### src/rtl/fpu_issue_unit.sv
// Valid/ready issue wrapper around the fixed-latency FPU; define FPU_ISSUE_TAG_EN to carry request tags.
// Push-to-OutValid latency PIPE_DEPTH+1; issue waits on output-FIFO credits so no result is ever dropped.

module fpuIssueFifo #(
  parameter int W     = 32,
  parameter int DEPTH = 4
) (
  input  logic                   clk,
  input  logic                   rst,
  input  logic                   push,
  input  logic [W-1:0]           pushData,
  input  logic                   pop,
  output logic [W-1:0]           headData,
  output logic [$clog2(DEPTH):0] count
);
  localparam int AW = $clog2(DEPTH);
  localparam logic [AW-1:0] PTR_ONE = 1;
  localparam logic [AW:0]   CNT_ONE = 1;

  logic [W-1:0]  mem [DEPTH];
  logic [AW-1:0] wrPtr;
  logic [AW-1:0] rdPtr;

  always_ff @(posedge clk or posedge rst) begin
    if (rst) begin
      wrPtr <= '0;
      rdPtr <= '0;
      count <= '0;
    end else begin
      if (push) wrPtr <= wrPtr + PTR_ONE;
      if (pop)  rdPtr <= rdPtr + PTR_ONE;
      case ({push, pop})
        2'b10:   count <= count + CNT_ONE;
        2'b01:   count <= count - CNT_ONE;
        default: ;
      endcase
    end
  end

  // Storage needs no reset: count gates every read.
  always_ff @(posedge clk) begin
    if (push) mem[wrPtr] <= pushData;
  end

  assign headData = mem[rdPtr];
endmodule

module fpu_issue_unit #(
  parameter int PIPE_DEPTH = 7,
  parameter int IN_DEPTH   = 4,
  parameter int OUT_DEPTH  = 8,
  parameter int TAG_W      = 4
) (
  input  logic             CLK,
  input  logic             RST,
  input  logic             InValid,
  output logic             InReady,
  input  logic [31:0]      InOperand1,
  input  logic [31:0]      InOperand2,
  input  logic [1:0]       InOperation,
`ifdef FPU_ISSUE_TAG_EN
  input  logic [TAG_W-1:0] InTag,
`endif
  output logic [31:0]      FpuOperand1,
  output logic [31:0]      FpuOperand2,
  output logic [1:0]       FpuOperation,
  input  logic [31:0]      FpuResult,
  output logic             OutValid,
  input  logic             OutReady,
  output logic [31:0]      OutResult,
`ifdef FPU_ISSUE_TAG_EN
  output logic [TAG_W-1:0] OutTag,
`endif
  output logic             Busy
);
  localparam int INCW  = $clog2(IN_DEPTH) + 1;
  localparam int OUTCW = $clog2(OUT_DEPTH) + 1;
  localparam int IFW   = $clog2(PIPE_DEPTH + 1);
`ifdef FPU_ISSUE_TAG_EN
  localparam int TW = TAG_W;
`else
  localparam int TW = 0 * TAG_W;
`endif
  localparam int IN_W  = 66 + TW;
  localparam int OUT_W = 32 + TW;
  localparam logic [INCW-1:0] IN_FULL = INCW'(IN_DEPTH);
  localparam logic [IFW-1:0]  IF_ONE  = 1;

  logic [INCW-1:0]       inCount;
  logic [OUTCW-1:0]      outCount;
  logic [IFW-1:0]        inflight;
  logic [PIPE_DEPTH-1:0] vld;
  logic [IN_W-1:0]       inPushData;
  logic [IN_W-1:0]       inHead;
  logic [OUT_W-1:0]      outPushData;
  logic [OUT_W-1:0]      outHead;
  logic                  issue;
  logic                  capture;
  logic                  outPop;

  assign InReady  = (inCount != IN_FULL);
  // Credits count every result that will need an output slot; a same-cycle pop frees one only next cycle.
  assign issue    = (inCount != '0) && ((int'(inflight) + int'(outCount)) < OUT_DEPTH);
  assign capture  = vld[PIPE_DEPTH-1];
  assign OutValid = (outCount != '0);
  assign outPop   = OutValid && OutReady;
  assign Busy     = (inCount != '0) || (inflight != '0) || OutValid;

`ifdef FPU_ISSUE_TAG_EN
  assign inPushData = {InTag, InOperation, InOperand1, InOperand2};
`else
  assign inPushData = {InOperation, InOperand1, InOperand2};
`endif

  fpuIssueFifo #(.W(IN_W), .DEPTH(IN_DEPTH)) uInFifo (
    .clk      (CLK),
    .rst      (RST),
    .push     (InValid && InReady),
    .pushData (inPushData),
    .pop      (issue),
    .headData (inHead),
    .count    (inCount)
  );

  // Operand registers hold on idle cycles; the FPU output for those slots is ignored via vld.
  always_ff @(posedge CLK or posedge RST) begin
    if (RST) begin
      FpuOperand1  <= '0;
      FpuOperand2  <= '0;
      FpuOperation <= '0;
      vld          <= '0;
      inflight     <= '0;
    end else begin
      vld <= {vld[PIPE_DEPTH-2:0], issue};
      if (issue) {FpuOperation, FpuOperand1, FpuOperand2} <= inHead[65:0];
      case ({issue, capture})
        2'b10:   inflight <= inflight + IF_ONE;
        2'b01:   inflight <= inflight - IF_ONE;
        default: ;
      endcase
    end
  end

`ifdef FPU_ISSUE_TAG_EN
  logic [TAG_W-1:0] tagP [PIPE_DEPTH];

  always_ff @(posedge CLK or posedge RST) begin
    if (RST) begin
      for (int i = 0; i < PIPE_DEPTH; i++) tagP[i] <= '0;
    end else begin
      if (issue) tagP[0] <= inHead[IN_W-1 -: TAG_W];
      for (int i = 1; i < PIPE_DEPTH; i++) begin
        if (vld[i-1]) tagP[i] <= tagP[i-1];
      end
    end
  end

  assign outPushData = {tagP[PIPE_DEPTH-1], FpuResult};
  assign OutTag      = outHead[OUT_W-1 -: TAG_W];
`else
  assign outPushData = FpuResult;
`endif

  fpuIssueFifo #(.W(OUT_W), .DEPTH(OUT_DEPTH)) uOutFifo (
    .clk      (CLK),
    .rst      (RST),
    .push     (capture),
    .pushData (outPushData),
    .pop      (outPop),
    .headData (outHead),
    .count    (outCount)
  );

  assign OutResult = outHead[31:0];
endmodule

### config.mk
export PLATFORM = sky130hd
export DESIGN_NAME = fpu_issue_unit
export DESIGN_NICKNAME = d
export VERILOG_FILES = /design/src/rtl/fpu_issue_unit.sv
export SDC_FILE = /design/constraint.sdc
export NUM_CORES = 1
export LEC_CHECK = 0
export ABC_AREA = 1
export CORE_MARGIN = 3
export CORE_UTILIZATION = 55
export CTS_CLUSTER_DIAMETER = 50
export CTS_CLUSTER_SIZE = 28
export DETAILED_ROUTE_END_ITERATION = 16
export PLACE_DENSITY = 0.82
export SYNTH_ARGS = -nofsm -noshare
export SYNTH_HDL_FRONTEND = slang
export SYNTH_HIERARCHICAL = 1
export SYNTH_SLANG_ARGS = --single-unit
### constraint.sdc
create_clock -name CLK -period 4.1 [get_ports CLK]
set_clock_uncertainty 0.1 [all_clocks]
set_input_delay 0.82 -clock CLK [delete_from_list [all_inputs] [get_ports CLK]]
set_output_delay 0.82 -clock CLK [all_outputs]
set_load 0.03 [all_outputs]
; ---- Word level (Yosys, flattened, before mapping)
; Memory sizes are Yosys's and may differ from the RTL's. A register that Yosys moved wholly into a read port is not among the register bits.
; Cells that the tools add are included.
; W data, S select, Z words.
[totals]
n_memories = 2
wordCells = 47
out_inout_bits = 101
register_bits = 27
ram_bits = 520
inputBits = 102
[classes]
n_eq_ne = 7
add_sub_neg = 11
n_lt_le_gt_ge = 1
n_mux = 7
reduce_logical = 11
[mem_list]
columns = memory, depth, word_bits, rd, rd_clocked_by_memory_dff, wr, line_no
row1 = uInFifo.mem, 4, 66, 1, 1, 1, 20  ; logic [W-1:0] mem [DEPTH];
row2 = uOutFifo.mem, 8, 32, 1, 0, 1, 20
[op_table]
columns = operator, count
row1 = $add A3 B1 Y3 const B, 4
row2 = $pmux W3 S2, 2
row3 = $pmux W4 S2, 1
row4 = $eq A2 B1 Y1 const B, 3
row5 = $eq A2 B2 Y1 const B, 3
row6 = $reduce_bool A2 Y1, 3
row7 = $reduce_bool A3 Y1, 2
row8 = $sub A3 B1 Y3 const B, 2
row9 = $add A3 B4 Y5, 1
row10 = $lt A5 B4 Y1 const B, 1
row11 = $add A2 B1 Y2 const B, 2
row12 = $add A4 B1 Y4 const B, 1
row13 = $mux W1, 4
row14 = $reduce_bool A4 Y1, 1
row15 = $sub A4 B1 Y4 const B, 1
row16 = $logic_and A1 B1 Y1, 3
row17 = $ne A3 B3 Y1 const B, 1
row18 = $logic_or A1 B1 Y1, 2

; ---- Depth between registers and ports, before layout
[depth]
ltp_word = 5
mapped_depth = 14
ltp_nobuf = 13

; ---- Modules after synthesis
; Netlist, hierarchy kept.
[modules_own_cells]
columns = module, cells_each, seq_area_each_um2, area_per_inst_um2, n_inst
row1 = fpuIssueFifo (uInFifo), 948, 8102.8, 11154.4, 1
row2 = fpuIssueFifo (uOutFifo), 861, 7937.6, 10630.2, 1
row3 = fpu_issue_unit, 333, 1901.8, 3072.9, 1

; ---- Worst setup path after synthesis
; OpenSTA, ideal clock, no wires.
[synth_path]
path_kind = input to register
startpoint = input port InValid
endpoint = memory uInFifo/mem[0][0] (netlist name) (enable)
path_stages = 4
required_time_ns = 3.580
path_buffers = 1
t_arrival_ns = 2.585
setup_time_ns = 0.420
path_slack_ns = 0.994
path_cell_list = a21boi_0 -> clkbuf_1 -> nand2_1 -> inv_1
[synth_via]
elab_chain_len = 3
[synth_lines]
columns = item, line_no
row1 = from (decl), 56  ; input logic InValid,
row2 = $logic_and A1 B1 Y1, 118  ; .push (InValid && InReady),
row3 = $mux W1, 42  ; if (push) mem[wrPtr] <= pushData;
row4 = $mux W1 (implied by the code), 42
row5 = to (decl), 20
; Every way passes these cells.

; ---- Worst setup path after layout
[layout_path]
startpoint = register uOutFifo.rdPtr[0]
endpoint = output port OutResult[11]
[layout_via]
elab_chain_len = 1
[layout_lines]
columns = item, line_no
row1 = from (decl), 22  ; logic [AW-1:0] rdPtr;
row2 = from (signal assigned), 31  ; if (pop) rdPtr <= rdPtr + PTR_ONE;
row3 = $mem_v2 Z8 W32, n/a
row4 = to (decl), 70  ; output logic [31:0] OutResult,
; Every way passes these cells.

==> results.yml <==
pwr:
  p_per_area_nw_per_um2: 789.3
  peakVddDrop_mv: 0.6431
  power_uw: 22980
  p_sw_frac: 0.4058
  power.switching_uw: 9323
  pwr-share-comb: 0.406
  power.share.sequential: 0.387
  leakage_uw: 0.01137
  pwr-share-clk: 0.207
  p_int_uw: 13650
detailed_routing:
  via_per_inst: 5.381
  avgRoutedWirePerCell_um: 18.10
  drt-pass1-iter-count: 5
  drc: 0
  wl_mm: 53.31
  first_iter_violations: 1611
  vias: 15850
  drtAntennaViolNets: 0
critical_path:
  crit_path_max_incr_delay_ns: 0.59
  setup.worst_path.end_class: "primary output"
  path_delay_family: "buffers and inverters"
  reg2reg_from: "uInFifo/count[0]"
  critPathMaxFanout: 48
  worst-path-buf-inv: 3
  critPathArrivalTime_ns: 2.94
  r2r_end: "uInFifo/count[2]"
  crit_slowest_cell: "clkdlybuf4s50_1"
  ff2ff_setup_slack_ns: 1.53
  cp_data_required_time_ns: 3.18
  crit_type: "flop to primary output"
  worst_setup_path_start_kind: "flop"
  r2r_cells: 9
  crit_chain: "clkinv_2 > buf_12 > o21ai_0 > o21ai_0 > nand2_1 > nand2_1 > clkdlybuf4s50_1"
cts:
  cts_buffers: 46
  root_buffer: "clkbuf_16"
  clkLatencyLatePin_ns: 0.58
  clkSlewWorstSetupHoldPaths_ns: 0.07
  cts.htree.levels: 2
  cts_tree: "done"
  cts_resized: 0
  clockBufferDepth: 3
  cts_sinks: 613
final_layout:
  syn_to_final_growth_pct: 17.10
  nets: 2432
  design_area_um2: 29110
  drive_above_1_share: 0.06335
floorplan:
  initial_utilization: 0.5597
  dieArea_um2: 47780
  num_io_pins: 203
  core_um2: 44410
  die_x_um: 218.6
  row_count: 77
  die_y_um: 218.6
synth:
  synth_top_family_by_area: "simple AND/OR/NAND/NOR gates"
  ys_seq_area_frac: 0.7218
  netlist_area_um2: 24860
  ys_warn_count: 6
  synth_fp_nets: 2259
  synth_compound_area_frac: 0.06070
  synthCells: 2142
  synth_edf_count: 520
  synth_top_area_frac: 0.6282
  synth.area.top_cells: "edfxtp_1, dfrtp_1, nand2_1"
  synth.area.mux_share: 0.0004530
  netlist-cell-type-count: 32
  async_flop_share: 0.1517
  yosys.area.top_type: "edfxtp_1"
  syn_area_per_cell_um2: 11.60
  synthSimpleGateAreaFrac: 0.1478
  synthFlopType: "edfxtp_1"
  yosys.area_share.adder: 0.008154
  synth.most_common_cell: "nand2_1"
  synth_common_cells: "nand2_1, edfxtp_1, nor2_1"
  synthXorXnorAreaFrac: 0.003876
  synth_seq_cells: 613
placed_design:
  gp_routability_congestion: 0.8042
  placed_area_um2: 27450
  dp_hpwl_mm: 31.62
  io_buffers: 202
timing:
  hold_viol: 0
  setup_tns_ns: 0
  post-route-period-util: 0.9414
  maxSlewHeadroom: 0.1499
  max_freq_mhz: 259.1
  layout_min_cycle_time_ns: 3.860
  rsz0062_at_grt: "false"
  drv_slew: 0
  setup_viol: 0
  tightest_slew_ns: 1.272
worst_hold_path:
  worstHoldPathType: "flop to flop"
  hp-start: "vld[2]"
  min_path_cells: 0
  hold_end: "vld[3]"
grt:
  grt_max_degree: 131
  grt_pass1_vias: 15640
  grt_antenna_before_repair: 6
  grt-ovfl-total: 0
  grt_pass1_wl_mm: 83.44
  grt_use_total: 0.2221
run_status:
  status: "finished, final reports clean"
flow_run:
  max_cap_violations: 0
==> cell usage in the layout, fill, tap and decap left out, types with 3 or more instances in the layout <==
cell type	n
o21ai_0	150
inv_1	162
xnor2_1	5
ha_1	13
dfrtp_4	3
xor2_1	6
o21ai_1	47
inv_8	9
clkinvlp_4	4
nand3_1	71
dfrtp_1	90
clkinv_2	6
buf_12	21
inv_12	6
inv_6	7
nor2_1	328
edfxtp_1	520
clkinv_8	4
nor2_4	8
o211ai_1	66
nand2_1	534
clkdlybuf4s50_1	202
clkbuf_16	46
inv_2	5
buf_4	17
==> cells by family after synthesis <==
kind of cell / Yosys count
compound gates: 267
xor+xnor: 11
fa+ha+maj: 15
buf+inv: 285
flops: 613
mux: 1
simple gates: 950
==> state kept, by name, summed over array words and instances (netlist names) <==
register and count:
uOutFifo/mem 256, vld 7, inflight 3, uInFifo/rdPtr 2, uOutFifo/rdPtr 3, FpuOperand2 32
uOutFifo/wrPtr 3, uInFifo/wrPtr 2, FpuOperation 2, uInFifo/mem 264, FpuOperand1 32, uInFifo/count 3
uOutFifo/count 4
==> final cells by class <==
class / instances / area, um2
clock inverter: 39 / 484.2
timing repair buffer: 240 / 2570
sequential: 613 / 17950
fill: 3110 / 15300
clock buffer: 46 / 1151
multi-input combinational: 1244 / 5564
antenna: 1 / 2.502
inverter: 170 / 643.1
tap: 592 / 740.7
==> worst max-delay path by stage <==
| stage | startpoint | to | slack (ns) | depth (start not counted) |
|---|---|---|---|---|
| after floorplan | InValid | uInFifo/mem[0][0] | 0.99 | 4 |
| after global placement | uOutFifo/rdPtr[1] | OutResult[24] | 0.84 | 6 |
| after detailed placement | InValid | uInFifo/count[2] | 0.80 | 9 |
| after CTS | uOutFifo/rdPtr[1] | OutResult[19] | 0.15 | 6 |
| after global routing | uOutFifo/rdPtr[0] | OutResult[11] | 0.08 | 7 |
| final | uOutFifo/rdPtr[0] | OutResult[11] | 0.24 | 7 |
==> repair_timing <==
item	in CTS	in global routing
endpoints found under the setup margin	0	2
hold buffers	0	0
setup buffers	0	1
==> layer usage <==
| metal | GRT usage | part of all wire | wire, um |
|---|---|---|---|
| met3 | 0.05701 | 0.083 | 4403 |
| met2 | 0.3850 | 0.50 | 26670 |
| met1 | 0.2800 | 0.39 | 21040 |
| met4 | 0.05806 | 0.021 | 1104 |
| met5 | 0 | 0.0017 | 90 |
==> worst reg2reg max path, stage by stage, from the launching register on <==
cell      delay, ns
dfrtp_1        0.44
nor2_2         0.10
a21boi_0       0.69
inv_1          0.11
ha_1           0.27
fa_1           0.41
nand2_1        0.12
nand3_1        0.10
nand2_1        0.07
nand2_1        0.05
==> power groups by stage <==
stage	logic, uW	clock network (uW)	registers, uW
after CTS	9290	4850	8930
after global placement	8920	0	8990
after floorplan	5930	0	9350
after global routing	10300	5110	9020
after detailed placement	9200	0	9060
final	9330	4760	8890
==> metrics by stage <==
stage | hold WS, ns | instances | worst slack, ns | utilization
3_3_place_gp | 0.2332 | 2858 | 0.8350 | 0.6181
3_5_place_dp | 0.2358 | 2858 | 0.7970 | 0.6181
2_1_floorplan | 0.2312 | 2142 | 0.9945 | -
6_report | 0.2494 | 2945 | 0.2402 | 0.6554
5_1_grt | 0.2602 | 2944 | 0.08187 | 0.6554
4_1_cts | 0.2534 | 2943 | 0.1497 | 0.6549
No activity file was read; power rests on OpenSTA's default activity.
